## src/rtl/clkdiv_pkg.sv

```systemverilog
// Shared constants and helpers for the programmable clock divider.
// The default divisor gives 9600 Hz from the 100 MHz system clock.
package clkdiv_pkg;

  localparam int CNT_W_DEF     = 16;
  localparam int DIV_RESET_DEF = 5208;
  localparam int OVS_LOG2_DEF  = 4;

  localparam int unsigned SYS_CLK_HZ = 32'd100_000_000;

  // Divisor (input cycles per half-period) for a target output frequency,
  // rounded to nearest and never below 1.
  function automatic int unsigned div_for_freq(input int unsigned f_out_hz);
    int unsigned d;
    if ((f_out_hz == 32'd0) || (f_out_hz > 32'h7FFF_FFFF)) begin
      d = 32'd1;
    end else begin
      d = (SYS_CLK_HZ + f_out_hz) / (32'd2 * f_out_hz);
    end
    if (d == 32'd0) begin
      d = 32'd1;
    end else begin
      d = d;
    end
    return d;
  endfunction

endpackage

```

## src/rtl/prog_clock_divider_if.sv

```systemverilog
// Divisor load handshake: the master offers div_in with div_valid, and the
// divider accepts it while div_ready is high.
interface prog_clock_divider_if
  import clkdiv_pkg::*;
#(
  parameter int CNT_W = CNT_W_DEF
);
  logic [CNT_W-1:0] div_in;
  logic             div_valid;
  logic             div_ready;

  modport master (output div_in, output div_valid, input div_ready);
  modport slave  (input div_in, input div_valid, output div_ready);
endinterface

```

## src/rtl/clkdiv_div_stage.sv

```systemverilog
// Divisor staging: accepts a new divisor over valid/ready, clamps 0 to 1,
// holds it in a one-deep pending register and swaps it into the active
// divisor only on a half-period boundary (wrap or sync), or straight away
// while counting is disabled. A transfer landing exactly on a boundary goes
// directly to the active divisor and never occupies the pending slot.
module clkdiv_div_stage
  import clkdiv_pkg::*;
#(
  parameter int CNT_W     = CNT_W_DEF,
  parameter int DIV_RESET = DIV_RESET_DEF
) (
  input  logic                  clk,
  input  logic                  reset,
  input  logic                  en,
  input  logic                  sync,
  input  logic                  wrap,
  prog_clock_divider_if.slave   div_bus,
  output logic [CNT_W-1:0]      div_q
);

  localparam logic [CNT_W-1:0] CNT_ONE     = {{(CNT_W-1){1'b0}}, 1'b1};
  localparam logic [CNT_W-1:0] CNT_ZERO    = {CNT_W{1'b0}};
  localparam logic [CNT_W-1:0] DIV_RESET_V = CNT_W'(DIV_RESET);

  logic [CNT_W-1:0] div_q_r;
  logic [CNT_W-1:0] pend_q_r;
  logic             pend_v_r;
  logic [CNT_W-1:0] div_in_clamped_s;
  logic             xfer_s;
  logic             boundary_s;

  // Ready depends only on the pending flag, so there is no input-to-ready path.
  assign div_bus.div_ready = !pend_v_r;
  assign div_q             = div_q_r;

  // Handshake decode, zero clamp and boundary detect.
  always_comb begin
    xfer_s     = div_bus.div_valid && !pend_v_r;
    boundary_s = sync || wrap;
    if (div_bus.div_in == CNT_ZERO) begin
      div_in_clamped_s = CNT_ONE;
    end else begin
      div_in_clamped_s = div_bus.div_in;
    end
  end

  // Active/pending divisor registers; pending is discarded on reset.
  always_ff @(posedge clk or posedge reset) begin
    if (reset) begin
      div_q_r  <= DIV_RESET_V;
      pend_q_r <= DIV_RESET_V;
      pend_v_r <= 1'b0;
    end else if (pend_v_r && (boundary_s || !en)) begin
      div_q_r  <= pend_q_r;
      pend_v_r <= 1'b0;
    end else if (xfer_s && boundary_s) begin
      div_q_r  <= div_in_clamped_s;
    end else if (xfer_s) begin
      pend_q_r <= div_in_clamped_s;
      pend_v_r <= 1'b1;
    end else begin
      div_q_r  <= div_q_r;
    end
  end

endmodule

```

## src/rtl/prog_clock_divider.sv

```systemverilog
// Runtime-programmable clock divider: 50%-duty clk_out with a half-period of
// div_q input cycles, plus one-cycle tick (every toggle) and rise (0->1)
// strobes. sync restarts the phase with clk_out low.
// Optional feature macro: CLKDIV_OVS_EN adds the ovs_tick oversample strobe
// and the OVS_LOG2 parameter; without it both are absent.
module prog_clock_divider
  import clkdiv_pkg::*;
#(
  parameter int CNT_W     = CNT_W_DEF,
  parameter int DIV_RESET = DIV_RESET_DEF
`ifdef CLKDIV_OVS_EN
  ,
  parameter int OVS_LOG2  = OVS_LOG2_DEF
`endif
) (
  input  logic                clk,
  input  logic                reset,
  input  logic                en,
  input  logic                sync,
  prog_clock_divider_if.slave div_bus,
`ifdef CLKDIV_OVS_EN
  output logic                ovs_tick,
`endif
  output logic                clk_out,
  output logic                tick,
  output logic                rise
);

  localparam logic [CNT_W-1:0] CNT_ONE  = {{(CNT_W-1){1'b0}}, 1'b1};
  localparam logic [CNT_W-1:0] CNT_ZERO = {CNT_W{1'b0}};

  logic [CNT_W-1:0] cnt_r;
  logic [CNT_W-1:0] div_q_s;
  logic             wrap_s;

  clkdiv_div_stage #(
    .CNT_W     (CNT_W),
    .DIV_RESET (DIV_RESET)
  ) u_div_stage (
    .clk     (clk),
    .reset   (reset),
    .en      (en),
    .sync    (sync),
    .wrap    (wrap_s),
    .div_bus (div_bus),
    .div_q   (div_q_s)
  );

  // Half-period ends on the last enabled cycle of the active divisor.
  always_comb begin
    wrap_s = en && (cnt_r == (div_q_s - CNT_ONE));
  end

  // Half-period counter and output flops; sync beats wrap beats increment.
  always_ff @(posedge clk or posedge reset) begin
    if (reset) begin
      cnt_r   <= CNT_ZERO;
      clk_out <= 1'b0;
      tick    <= 1'b0;
      rise    <= 1'b0;
    end else if (sync) begin
      cnt_r   <= CNT_ZERO;
      clk_out <= 1'b0;
      tick    <= 1'b0;
      rise    <= 1'b0;
    end else if (wrap_s) begin
      cnt_r   <= CNT_ZERO;
      clk_out <= !clk_out;
      tick    <= 1'b1;
      rise    <= !clk_out;
    end else if (en) begin
      cnt_r   <= cnt_r + CNT_ONE;
      tick    <= 1'b0;
      rise    <= 1'b0;
    end else begin
      tick    <= 1'b0;
      rise    <= 1'b0;
    end
  end

`ifdef CLKDIV_OVS_EN
  logic [CNT_W-1:0] ovs_cnt_r;
  logic [CNT_W-1:0] ovs_div_s;
  logic             ovs_wrap_s;

  // Oversample period is the divisor scaled down, never below one cycle.
  always_comb begin
    ovs_div_s = div_q_s >> OVS_LOG2;
    if (ovs_div_s == CNT_ZERO) begin
      ovs_div_s = CNT_ONE;
    end else begin
      ovs_div_s = ovs_div_s;
    end
    ovs_wrap_s = (ovs_cnt_r == (ovs_div_s - CNT_ONE));
  end

  // Oversample counter, re-aligned to every main wrap and to sync.
  always_ff @(posedge clk or posedge reset) begin
    if (reset) begin
      ovs_cnt_r <= CNT_ZERO;
      ovs_tick  <= 1'b0;
    end else if (sync) begin
      ovs_cnt_r <= CNT_ZERO;
      ovs_tick  <= 1'b0;
    end else if (en && wrap_s) begin
      ovs_cnt_r <= CNT_ZERO;
      ovs_tick  <= ovs_wrap_s;
    end else if (en && ovs_wrap_s) begin
      ovs_cnt_r <= CNT_ZERO;
      ovs_tick  <= 1'b1;
    end else if (en) begin
      ovs_cnt_r <= ovs_cnt_r + CNT_ONE;
      ovs_tick  <= 1'b0;
    end else begin
      ovs_tick  <= 1'b0;
    end
  end
`endif

endmodule

```

## src/flat_wrapper.sv

```systemverilog
// flat-port wrapper written by rule: the top's interface ports become plain ports
module prog_clock_divider_flat import clkdiv_pkg::*;
#(
  parameter int CNT_W     = CNT_W_DEF,
  parameter int DIV_RESET = DIV_RESET_DEF

)
  (clk, reset, en, sync, clk_out, tick, rise, div_bus_div_in, div_bus_div_valid, div_bus_div_ready);
  prog_clock_divider_if #(.CNT_W(CNT_W)) div_bus_i ();
  input  logic clk;
  input  logic reset;
  input  logic en;
  input  logic sync;
  output logic clk_out;
  output logic tick;
  output logic rise;
  input wire logic [$bits(div_bus_i.div_in)-1:0] div_bus_div_in;
  input wire logic [$bits(div_bus_i.div_valid)-1:0] div_bus_div_valid;
  output wire logic [$bits(div_bus_i.div_ready)-1:0] div_bus_div_ready;
  assign div_bus_i.div_in = div_bus_div_in;
  assign div_bus_i.div_valid = div_bus_div_valid;
  assign div_bus_div_ready = div_bus_i.div_ready;
  prog_clock_divider #(.CNT_W(CNT_W), .DIV_RESET(DIV_RESET)) u_core (.clk(clk), .reset(reset), .en(en), .sync(sync), .div_bus(div_bus_i), .clk_out(clk_out), .tick(tick), .rise(rise));
endmodule
```

## config.mk

```make
export PLATFORM = sky130hd
export DESIGN_NAME = prog_clock_divider_flat
export DESIGN_NICKNAME = d
export VERILOG_FILES = /design/src/rtl/clkdiv_pkg.sv /design/src/rtl/prog_clock_divider_if.sv /design/src/rtl/clkdiv_div_stage.sv /design/src/rtl/prog_clock_divider.sv /design/src/flat_wrapper.sv
export SDC_FILE = /design/constraint.sdc
export NUM_CORES = 1
export LEC_CHECK = 0
export CORE_ASPECT_RATIO = 1.4
export CORE_UTILIZATION = 35
export DETAILED_ROUTE_END_ITERATION = 10
export DONT_BUFFER_PORTS = 1
export PLACE_DENSITY_LB_ADDON = 0.3
export SYNTH_ARGS = -nofsm -noshare
export SYNTH_HDL_FRONTEND = slang
export SYNTH_SLANG_ARGS = --single-unit
```

## constraint.sdc

```tcl
create_clock -name clk -period 5.4 [get_ports clk]
set_clock_uncertainty 0.05 [all_clocks]
set_input_delay 1.62 -clock clk [delete_from_list [all_inputs] [get_ports clk]]
set_output_delay 1.62 -clock clk [all_outputs]
set_load 0.03 [all_outputs]
```

# Word-level counts from Yosys, hierarchy flattened
# Index checks and enable logic that the tools add are counted.
# W data, S select, Z words.
dict set report totals {
  regBits 52
  output_inout_bits 4
  word_cells 44
}
dict set report op_classes {
  add_sub_neg 2
  eq_ne 2
  muxes 15
  n_bitwise 2
  reduce_logical 16
}
# op count
set op_table {}
lappend op_table {{$mux W16} 6}
lappend op_table {{$add A16 B1 Y16 const B} 1}
lappend op_table {{$eq A16 B16 Y1} 1}
lappend op_table {{$logic_not A16 Y1} 1}
lappend op_table {{$sub A16 B1 Y16 const B} 1}
lappend op_table {{$mux W1} 9}
lappend op_table {{$reduce_bool A2 Y1} 3}
lappend op_table {{$logic_and A1 B1 Y1} 4}
lappend op_table {{$logic_not A1 Y1} 3}
lappend op_table {{$reduce_and A3 Y1} 1}
lappend op_table {{$reduce_bool A3 Y1} 1}
lappend op_table {{$logic_or A1 B1 Y1} 2}
lappend op_table {{$ne A2 B2 Y1 const B} 1}
lappend op_table {{$not A1 Y1} 2}
lappend op_table {{$reduce_and A2 Y1} 1}

# Longest topological paths before layout
# Gate-level depths: netlist of the first run.
dict set report depth {
  depth_word 8
  depth_mapped 13
  mapped_depth_nobuf 10
}

# By module
# From an unflattened synthesis of the first run, not the netlist that was laid out.
dict set report hier_totals {
  hier_cells 283
  hier_area_um2 3049.2
}
# mod instances cells_per_inst area_per_inst_um2 seq_area_each_um2
set modules_own_cells {}
lappend modules_own_cells {prog_clock_divider 1 175 1530.2 475.5}
lappend modules_own_cells {clkdiv_div_stage 1 108 1519.0 838.3}

# Least setup slack after synthesis of the first run
# OpenSTA, ideal clock, no wires.
dict set report synth_timing {
  path_kind {input-to-reg}
  from {in en}
  to {reg u_core.u_div_stage.pend_q_r[5]}
  setup_ps 125
  t_arrival_ps 3046
  path_slack_ps 2179
  cell_stages 8
  n_path_buf 1
  path_cell_list {nand3_1 -> a211oi_1 -> and4_1 -> and4_4 -> a21oi_4 -> nand2_4 -> buf_6 -> mux2_2}
}
dict set report synth_between {
  elab_chain_len 6
}
# item line_no
set synth_rtl {}
lappend synth_rtl {{start, declared} flat_wrapper.sv:12} ;# input logic en;
lappend synth_rtl {{$logic_and A1 B1 Y1} prog_clock_divider.sv:51} ;# wrap_s = en && (cnt_r == (div_q_s - CNT_ONE));
lappend synth_rtl {{$logic_or A1 B1 Y1} clkdiv_div_stage.sv:39} ;# boundary_s = sync || wrap;
lappend synth_rtl {{$logic_or A1 B1 Y1} clkdiv_div_stage.sv:53} ;# end else if (pend_v_r && (boundary_s || !en)) begin
lappend synth_rtl {{$logic_and A1 B1 Y1} clkdiv_div_stage.sv:53}
lappend synth_rtl {{$not A1 Y1 (no line)} -}
lappend synth_rtl {{$reduce_and A3 Y1 (no line) (*)} -}
lappend synth_rtl {{end signal, assigned} clkdiv_div_stage.sv:59} ;# pend_q_r <= div_in_clamped_s;
lappend synth_rtl {{end, declared} clkdiv_div_stage.sv:26} ;# logic [CNT_W-1:0] pend_q_r;
# Every way passes the cells marked *; elsewhere a longest branch is shown, timed or not.
# A chain may end at the register's enable or synchronous reset.

# Final worst setup path of the first run
dict set report layout_timing {
  from {reg u_core.u_div_stage.div_q_r[0] (netlist: u_core.u_div_stage.div_q[0])}
  to {reg u_core.u_div_stage.pend_q_r[11]}
}
dict set report layout_between {
  elab_chain_len 8
}
# item line_no
set layout_rtl {}
lappend layout_rtl {{start, declared} clkdiv_div_stage.sv:25} ;# logic [CNT_W-1:0] div_q_r;
lappend layout_rtl {{start signal, assigned} clkdiv_div_stage.sv:54} ;# div_q_r <= pend_q_r;
lappend layout_rtl {{start signal, assigned} clkdiv_div_stage.sv:57} ;# div_q_r <= div_in_clamped_s;
lappend layout_rtl {{start signal, assigned} clkdiv_div_stage.sv:62} ;# div_q_r <= div_q_r;
lappend layout_rtl {{$sub A16 B1 Y16 (*)} prog_clock_divider.sv:51}
lappend layout_rtl {{$eq A16 B16 Y1 (*)} prog_clock_divider.sv:51}
lappend layout_rtl {{$logic_and A1 B1 Y1 (*)} prog_clock_divider.sv:51}
lappend layout_rtl {{$logic_or A1 B1 Y1 (*)} clkdiv_div_stage.sv:39}
lappend layout_rtl {{$logic_or A1 B1 Y1} clkdiv_div_stage.sv:53}
lappend layout_rtl {{$logic_and A1 B1 Y1} clkdiv_div_stage.sv:53}
lappend layout_rtl {{$not A1 Y1 (no line)} -}
lappend layout_rtl {{$reduce_and A3 Y1 (no line) (*)} -}
# Marks and branches as above.

==> summary.md, run 1 <==
| Metric | Value |
|---|---|
| Worst path depth | 10 |
| Post-Synth Simple-Gate Area | between 20% and 30% |
| Detail Route Antenna Nets | 0 |
| Area Growth Syn to Fin | 5.44% |
| Vias | ~2500 |
| Layer with the highest usage | met2 |
| First-pass GRT wire length | approximately 13000 um |
| Setup violations, final | 0 |
| DR iter-0 viols | around 120 |
| Peak Freq | 282 MHz |
| Die width | 84.8 um |
| Syn Std Cell Area | roughly 3400 sq um |
| Initial core utilization | around 37% |
| Final hold violations | 0 |
| Mux contribution to synthesized area | between 10% and 20% |
| Setup bufs post-CTS | 0 |
| Met2 Usage GRT | roughly 28% |
| Syn_area_per_cell | 9.79 sq um |
| Initial antenna violation count | 0 |
| Detailed Place HPWL | between 5000 and 6000 um |
| Vias in the first global route | about 2500 |
| Clk_lat worst skew | about 0.3 ns |
| Top delay family on crit path | compound AO/OA/AOI/OAI gates |
| Final worst-path cycle share | roughly 66% |
| IO Count | 25 |
| Lkg Pwr | 1.38 nW |
| Worst Max-Slew Pin Slew | ~1.1 ns |
| Post-synth EDFFs | 0 |
| Slew headroom | roughly a quarter |
| CTS tree | done |
| CTS Buf Count | 5 |
| R2R cell count | 10 |
| Post-CTS Hold Fix Bufs | 0 |
| RSZ-0062 raised after global routing | no |
| Crit Path Class | reg2reg |
| Antenna diodes | 0 |
| CP Cell Sequence | inv_1, ha_1, nor4b_4, a21oi_1, a311o_1, o2111a_1, and4_4, a21oi_4, nand2_4, mux2_4 |
| Status | complete, but fails checks |
| IO Port Bufs | 0 |
| Combinational family with the most area after synthesis | simple AND/OR/NAND/NOR gates |
| Violated checks | DRC |
| Worst-path clk slew | about 0.07 ns |
| Hold Path Class | reg2reg |
| Compound-gate portion of the synthesized area | 15.4% |
| Setup_tns | 0 ns |
| DRT Pass-1 Iters | 7 |
| CP required | 5.54 ns |
| Placer Congestion | around 0.86 |
| Adder-cell area share of the yosys netlist | 0.745% |
| Vias per std cell | 5.66 |
| Worst hold margin | 0.450 ns |
| Cell Pwr Density | about 330 nW/um^2 |
| Row cnt | 41 |
| Critical path capture point type | flop |
| Crit path DAT | 3.68 ns |
| Peak supply drop | around 150 uV |
| DR WL/cell | about 17 um |
| Die H | between 100 and 150 um |
| Full die area | roughly 10000 sq um |
| CTS resizes | 0 |
| Final WL | about 7500 um |
| CP max stage delay | between 0.6 and 0.7 ns |
| Maxcap violations | 0 |
| WHS Path Cells | 1 |
| Total track usage | between 15 and 20% |
| NumNets Final | 356 |
| Synth Area in XOR/XNOR | a little under 5% |
| Critical Path Source Type | flop |
| Fraction of layout cells with a size suffix above 1 | between 10% and 20% |
| Root Buffer | clkbuf_16 |
| H-tree depth | 2 |
| Syn Nets | about 370 |
| Clk sink count | between 50 and 60 |
| Core Region | 9180 sq um |
| Critical-path top delay cell | a21oi_4 |
| Min cycle time layout | 3.54 ns |
| Ys Warns | 0 |
| Post-route DRC | 1 |
| FF+latch count, synth | 52 |
| Count of unique library cells instantiated by Yosys | 57 |
| Largest net degree at the start of global routing | between 50 and 60 |
| Met1 Usage GRT | roughly 20% |
| GR Util met3 | 2.95% |
| Sequential-to-total area share from yosys stat | around two fifths |
| Asr flop ratio synth | 100% |
| Buf+Inv Stages, Crit Path | 1 |
| Critical path fanouts, max | 36 |
| Grt ovf | 0 |
| Syn Inst Count | approximately 340 |
| Top FF cell, synth | dfrtp_1 |
| Clock Tree Buf Depth | 2 |
| Slew Viols, Final | 0 |
-- synthesized netlist by cell type, types with 10 or more instances --
library cell   n  area share, %
a31oi_1       14            2.6
xnor2_1       10            2.6
nor2_1        13            1.5
nand3b_1      16            3.6
mux2_2        19            6.4
and2_1        13            2.4
dfstp_2       10            7.8
mux2i_1       13            3.9
nand2_1       15            1.7
a21oi_1       15            2.2
clkbuf_1      12            1.3
dfrtp_1       42             31
o211ai_1      18            4.0
nand3_1       27            4.0
-- stage by stage --
| step | instances | util, % | instance area, sq um | worst slack [ns] | total power [mW] |
|---|---|---|---|---|---|
| after floorplan | 343 | - | 3360 | 2.18 | 0.780 |
| after global placement | 433 | 37.0 | 3400 | 1.77 | 0.825 |
| after detailed placement | 433 | 37.0 | 3400 | 1.74 | 0.834 |
| after CTS | 441 | 38.6 | 3540 | 1.86 | 1.16 |
| after global routing | 441 | 38.6 | 3540 | 1.58 | 1.22 |
| final | 441 | 38.6 | 3540 | 1.86 | 1.15 |
-- state kept, by name, indices dropped and copies added, names as in the netlist --
register,flops
u_core.clk_out,1
u_core.tick,1
u_core.u_div_stage.div_q,16
u_core.rise,1
u_core.cnt_r,16
u_core.u_div_stage.pend_v_r,1
u_core.u_div_stage.pend_q_r,16
-- worst reg2reg max path, cell delays in order (launching register included) --
cell,delay (ns)
dfrtp_1,0.46
inv_1,0.11
ha_1,0.25
nor4b_4,0.37
a21oi_1,0.14
a311o_1,0.36
o2111a_1,0.15
and4_4,0.20
a21oi_4,0.66
nand2_4,0.32
mux2_4,0.37
-- final timing paths --
kind | start | to | slack [ns]
max in group asynchronous | reset | u_core.tick$_DFF_PP0_ | 3.20
worst min-delay path | u_core.u_div_stage.pend_q_r[5]$_DFFE_PP0P_ | u_core.u_div_stage.pend_q_r[5]$_DFFE_PP0P_ | 0.45
worst max register to register | u_core.u_div_stage.div_q[0]$_DFFE_PP0P_ | u_core.u_div_stage.pend_q_r[11]$_DFFE_PP0P_ | 1.86
min in group asynchronous | reset | u_core.u_div_stage.div_q[5]$_DFFE_PP0P_ | 1.43
worst min register to register | u_core.u_div_stage.pend_q_r[5]$_DFFE_PP0P_ | u_core.u_div_stage.pend_q_r[5]$_DFFE_PP0P_ | 0.45
worst max-delay path | u_core.u_div_stage.div_q[0]$_DFFE_PP0P_ | u_core.u_div_stage.pend_q_r[11]$_DFFE_PP0P_ | 1.86
-- logic make-up (layout without fill, tap and decap cells) --
logic type,after synthesis,count (layout)
and+or+nand+nor,132,132
AOI/OAI and AO/OA,73,73
DFF,52,52
muxes,33,33
buffers and inverters,32,23
xor gates and xnor gates,19,19
adders and majority gates,2,2
-- per-layer routing --
metal | share of wire [%] | up-vias
met3 | 3.2 | 9
met2 | 51 | 38
met1 | 43 | 1202
li1 | - | 1249
met5 | 0 | -
met4 | 2.5 | 0
-- layout make-up --
type | count | area (sq um)
Fill cell | 901 | 5640
Multi-Input combinational cell | 259 | 1870
Sequential cell | 52 | 1310
Tap cell | 107 | 134
Clock buffer | 6 | 129
Timing Repair Buffer | 5 | 37.5
Inverter | 10 | 37.5
Clock inverter | 2 | 16.3
-- cell usage in the layout, fill, tap and decap left out, drive strengths merged, types with 3 or more instances in the layout --
cell type   n
nor2       13
nor4        5
and2       13
dfrtp      42
dfstp      10
a211oi      4
and3        8
o21ai       7
clkbuf      6
inv         9
mux2       20
a21oi      16
xnor2      10
o211ai     19
and4        3
nand2      16
nand3b     16
xor2        9
a31oi      14
or4         6
nand2b      9
nand3      27
mux2i      13
buf         5
nor3        7
-- report_power, final --
group / total, mW / switching (mW) / internal [mW] / leakage (nW)
Combinational: 0.278 / 0.147 / 0.132 / 0.669
Clock: 0.324 / 0.150 / 0.174 / 0.0675
Sequential: 0.549 / 0.0863 / 0.463 / 0.641
Total: 1.15 / 0.383 / 0.769 / 1.38
Power figures use the tool's default switching activity.
==> inputs of run 2 (changes only) <==
==> constraint.sdc (replaced) <==
create_clock -name clk -period 3.3 [get_ports clk]
set_clock_uncertainty 0.05 [all_clocks]
set_input_delay 0.99 -clock clk [delete_from_list [all_inputs] [get_ports clk]]
set_output_delay 0.99 -clock clk [all_outputs]
set_load 0.03 [all_outputs]
==> run 2 against run 1 <==
  * The run now ends clean
  * Utilization increased by 0.49 points
  * Die area unchanged
  * Setup slack got worse by 1.7 ns
  * Global-route usage increased by 0.46 points
  * Register-to-register slack got worse by 1.7 ns
  * Maximum frequency increased by 14%
  * Sequential share of layout area decreased by 0.47 points
  * Critical endpoint is now u_core.clk_out$_DFFE_PP0P_
  * Highest routed layer unchanged
==> summary.md, run 2 (synthesis results as in run 1) <==
| Metric | Value |
|---|---|
| Full die area | 10000 sq um (unchanged) |
| Setup bufs post-CTS | 0 (unchanged) |
| Dpl ws | 0.231 ns (-1.51 ns) |
| Net Sw Frac | 33.1% (-0.17 points) |
| Detail Route Antenna Nets | 0 (unchanged) |
| Crit path DAT | 3.29 ns (-0.39 ns) |
| Clk_lat worst skew | 0.29 ns (about the same) |
| Critical path capture point type | flop |
| Fin util | 39.1% (+0.49 points) |
| Non-filler cells, final | 446 (+1.1%) |
| Critical path fanouts, max | 7 (-81%) |
| Top delay family on crit path | simple AND/OR/NAND/NOR gates |
| Min cycle time layout | 3.12 ns (-0.423 ns) |
| Vias per std cell | 5.76 (+1.8%) |
| CP required | 3.47 ns (-2.07 ns) |
| Most frequent cells in the layout | dfrtp_1, nand3_1, mux2_2, o211ai_1, nand3b_1 |
| Die width | 84.8 um (unchanged) |
| Clk sink count | 52 (unchanged) |
| Largest net degree at the start of global routing | 35 (-34%) |
| Cell Pwr Density | 535 nW/um^2 (+64%) |
| Hold Path Class | reg2reg |
| Vias | 2571 (+2.9%) |
| CP max stage delay | 0.58 ns (-0.08 ns) |
| Area after DPL | 3430 sq um (+1.1%) |
| Critical Path Source Type | flop |
| Status | complete, no violations |
| Crit Path Class | reg2reg |
| Lkg Pwr | 1.41 nW (+2.5%) |
| Die H | 118 um (unchanged) |
| Power Internal | 1.28 mW (+67%) |
| Area Growth Syn to Fin | 6.78% |
| Slew headroom | 67.1% (+41 points) |
| # placed instances | 438 (+1.2%) |
| Reg power frac | 47.1% (-0.6 points) |
| Total track usage | 16.6% (+0.46 points) |
| Slew Viols, Final | 0 (unchanged) |
| NumNets Final | 361 (+1.4%) |
| Setup ws final | 0.183 ns (-1.68 ns) |
| Antenna diodes | 0 (unchanged) |
| Comb power frac | 24.3% (about the same) |
| Commonest non-fill, non-tap cell in the layout | dfrtp_1 |
| CTS resizes | 0 (unchanged) |
| Worst Max-Slew Pin Slew | 0.489 ns (-0.621 ns) |
| Fraction of layout cells with a size suffix above 1 | 18.0% (+1.5 points) |
| Setup_tns | 0 ns (unchanged) |
| Detailed Place HPWL | 5690 um (+3.8%) |
| CTS Buf Count | 5 (unchanged) |
| Root Buffer | clkbuf_16 |
| IO Port Bufs | 0 (unchanged) |
| Core Region | 9180 sq um (unchanged) |
| Clock Tree Buf Depth | 2 (unchanged) |
| Row cnt | 41 (unchanged) |
| Part of the power in the clock network | 28.6% (+0.4 points) |
| Worst-path clk slew | 0.07 ns (about the same) |
| Post-CTS Hold Fix Bufs | 0 (unchanged) |
| RSZ-0062 raised after global routing | no |
| Final hold violations | 0 (unchanged) |
| Power, Total | 1.92 mW (+67%) |
| Vias in the first global route | 2527 (-0.20%) |
| Final WL | 7780 um (+3.2%) |
| DR WL/cell | 17.4 um (+2.0%) |
| Placer Congestion | 0.845 (-2.1%) |
| DRT Pass-1 Iters | 6 (-1) |
| Initial antenna violation count | 0 (unchanged) |
| IO Count | 25 (unchanged) |
| CP Cell Sequence | inv_1, ha_1, nor4b_4, nand4b_1, or4_1, o211ai_2, nand2_1, or4_4, xor2_1, nor2_1 |
| Setup violations, final | 0 (unchanged) |
| First-pass GRT wire length | 13200 um (+1.5%) |
| H-tree depth | 2 (unchanged) |
| Grt ovf | 0 (unchanged) |
| Worst hold margin | 0.450 ns (+0.000132 ns) |
| Post-route DRC | 0 (-1) |
| Buf+Inv Stages, Crit Path | 1 (unchanged) |
| Final Instance Area | 3590 sq um (+1.3%) |
| Peak Freq | 321 MHz (+14%) |
| Peak supply drop | 266 uV (+72%) |
| CTS tree | done |
| Critical-path top delay cell | or4_1 |
| DR iter-0 viols | 126 (+6.8%) |
| Maxcap violations | 0 (unchanged) |
| Final worst-path cycle share | 94.5% (+29 points) |
| Initial core utilization | 36.6% (unchanged) |
| Switching power | 635 uW (+66%) |
run 2: cell count changes in the layout (fill, tap and decap cells not counted):
| cell | previous run | this run |
|---|---|---|
| buf_4 | 5 | 10 |
| clkbuf_1 | 1 | 0 |
| clkbuf_8 | 0 | 1 |
| clkinv_2 | 0 | 1 |
| clkinvlp_4 | 1 | 0 |
run 2: final timing paths:
check	cells past startpoint	to	slack, ns	start
hold reg to reg	1	u_core.u_div_stage.pend_q_r[5]$_DFFE_PP0P_	0.45	u_core.u_div_stage.pend_q_r[5]$_DFFE_PP0P_
hold / removal	1	u_core.u_div_stage.pend_q_r[5]$_DFFE_PP0P_	0.45	u_core.u_div_stage.pend_q_r[5]$_DFFE_PP0P_
max in group asynchronous	2	u_core.u_div_stage.div_q[12]$_DFFE_PP1P_	2.00	reset
min in group asynchronous	1	u_core.u_div_stage.div_q[5]$_DFFE_PP0P_	0.53	reset
setup reg to reg	10	u_core.clk_out$_DFFE_PP0P_	0.18	u_core.u_div_stage.div_q[0]$_DFFE_PP0P_
setup / recovery	10	u_core.clk_out$_DFFE_PP0P_	0.18	u_core.u_div_stage.div_q[0]$_DFFE_PP0P_
run 2: area by class of cell:
cell class / count / area, sq um
fill: 890 / 5600
multi-input combinational: 259 / 1870
sequential: 52 / 1310
clock buffer: 6 / 139
tap: 107 / 134
timing repair buffer: 10 / 75.1
inverter: 10 / 37.5
clock inverter: 2 / 13.8
run 2: metal layers:
| layer | track usage (%) | up-vias | part of all wire (%) | wire length [um] |
|---|---|---|---|---|
| met5 | 0 | - | 0 | 0 |
| met4 | 4.98 | 0 | 1.6 | 126 |
| met3 | 2.66 | 10 | 3.2 | 252 |
| met2 | 27.7 | 48 | 50 | 3900 |
| met1 | 22.0 | 1258 | 45 | 3500 |
| li1 | - | 1255 | - | - |
run 2: power groups by stage:
stage                     logic [mW]  clock network, mW  registers, mW
after floorplan                0.446                  0          0.831
after global placement         0.458                  0          0.908
after detailed placement       0.465                  0          0.913
after CTS                      0.469              0.563          0.901
after global routing           0.522              0.592          0.921
final                          0.466              0.549          0.903
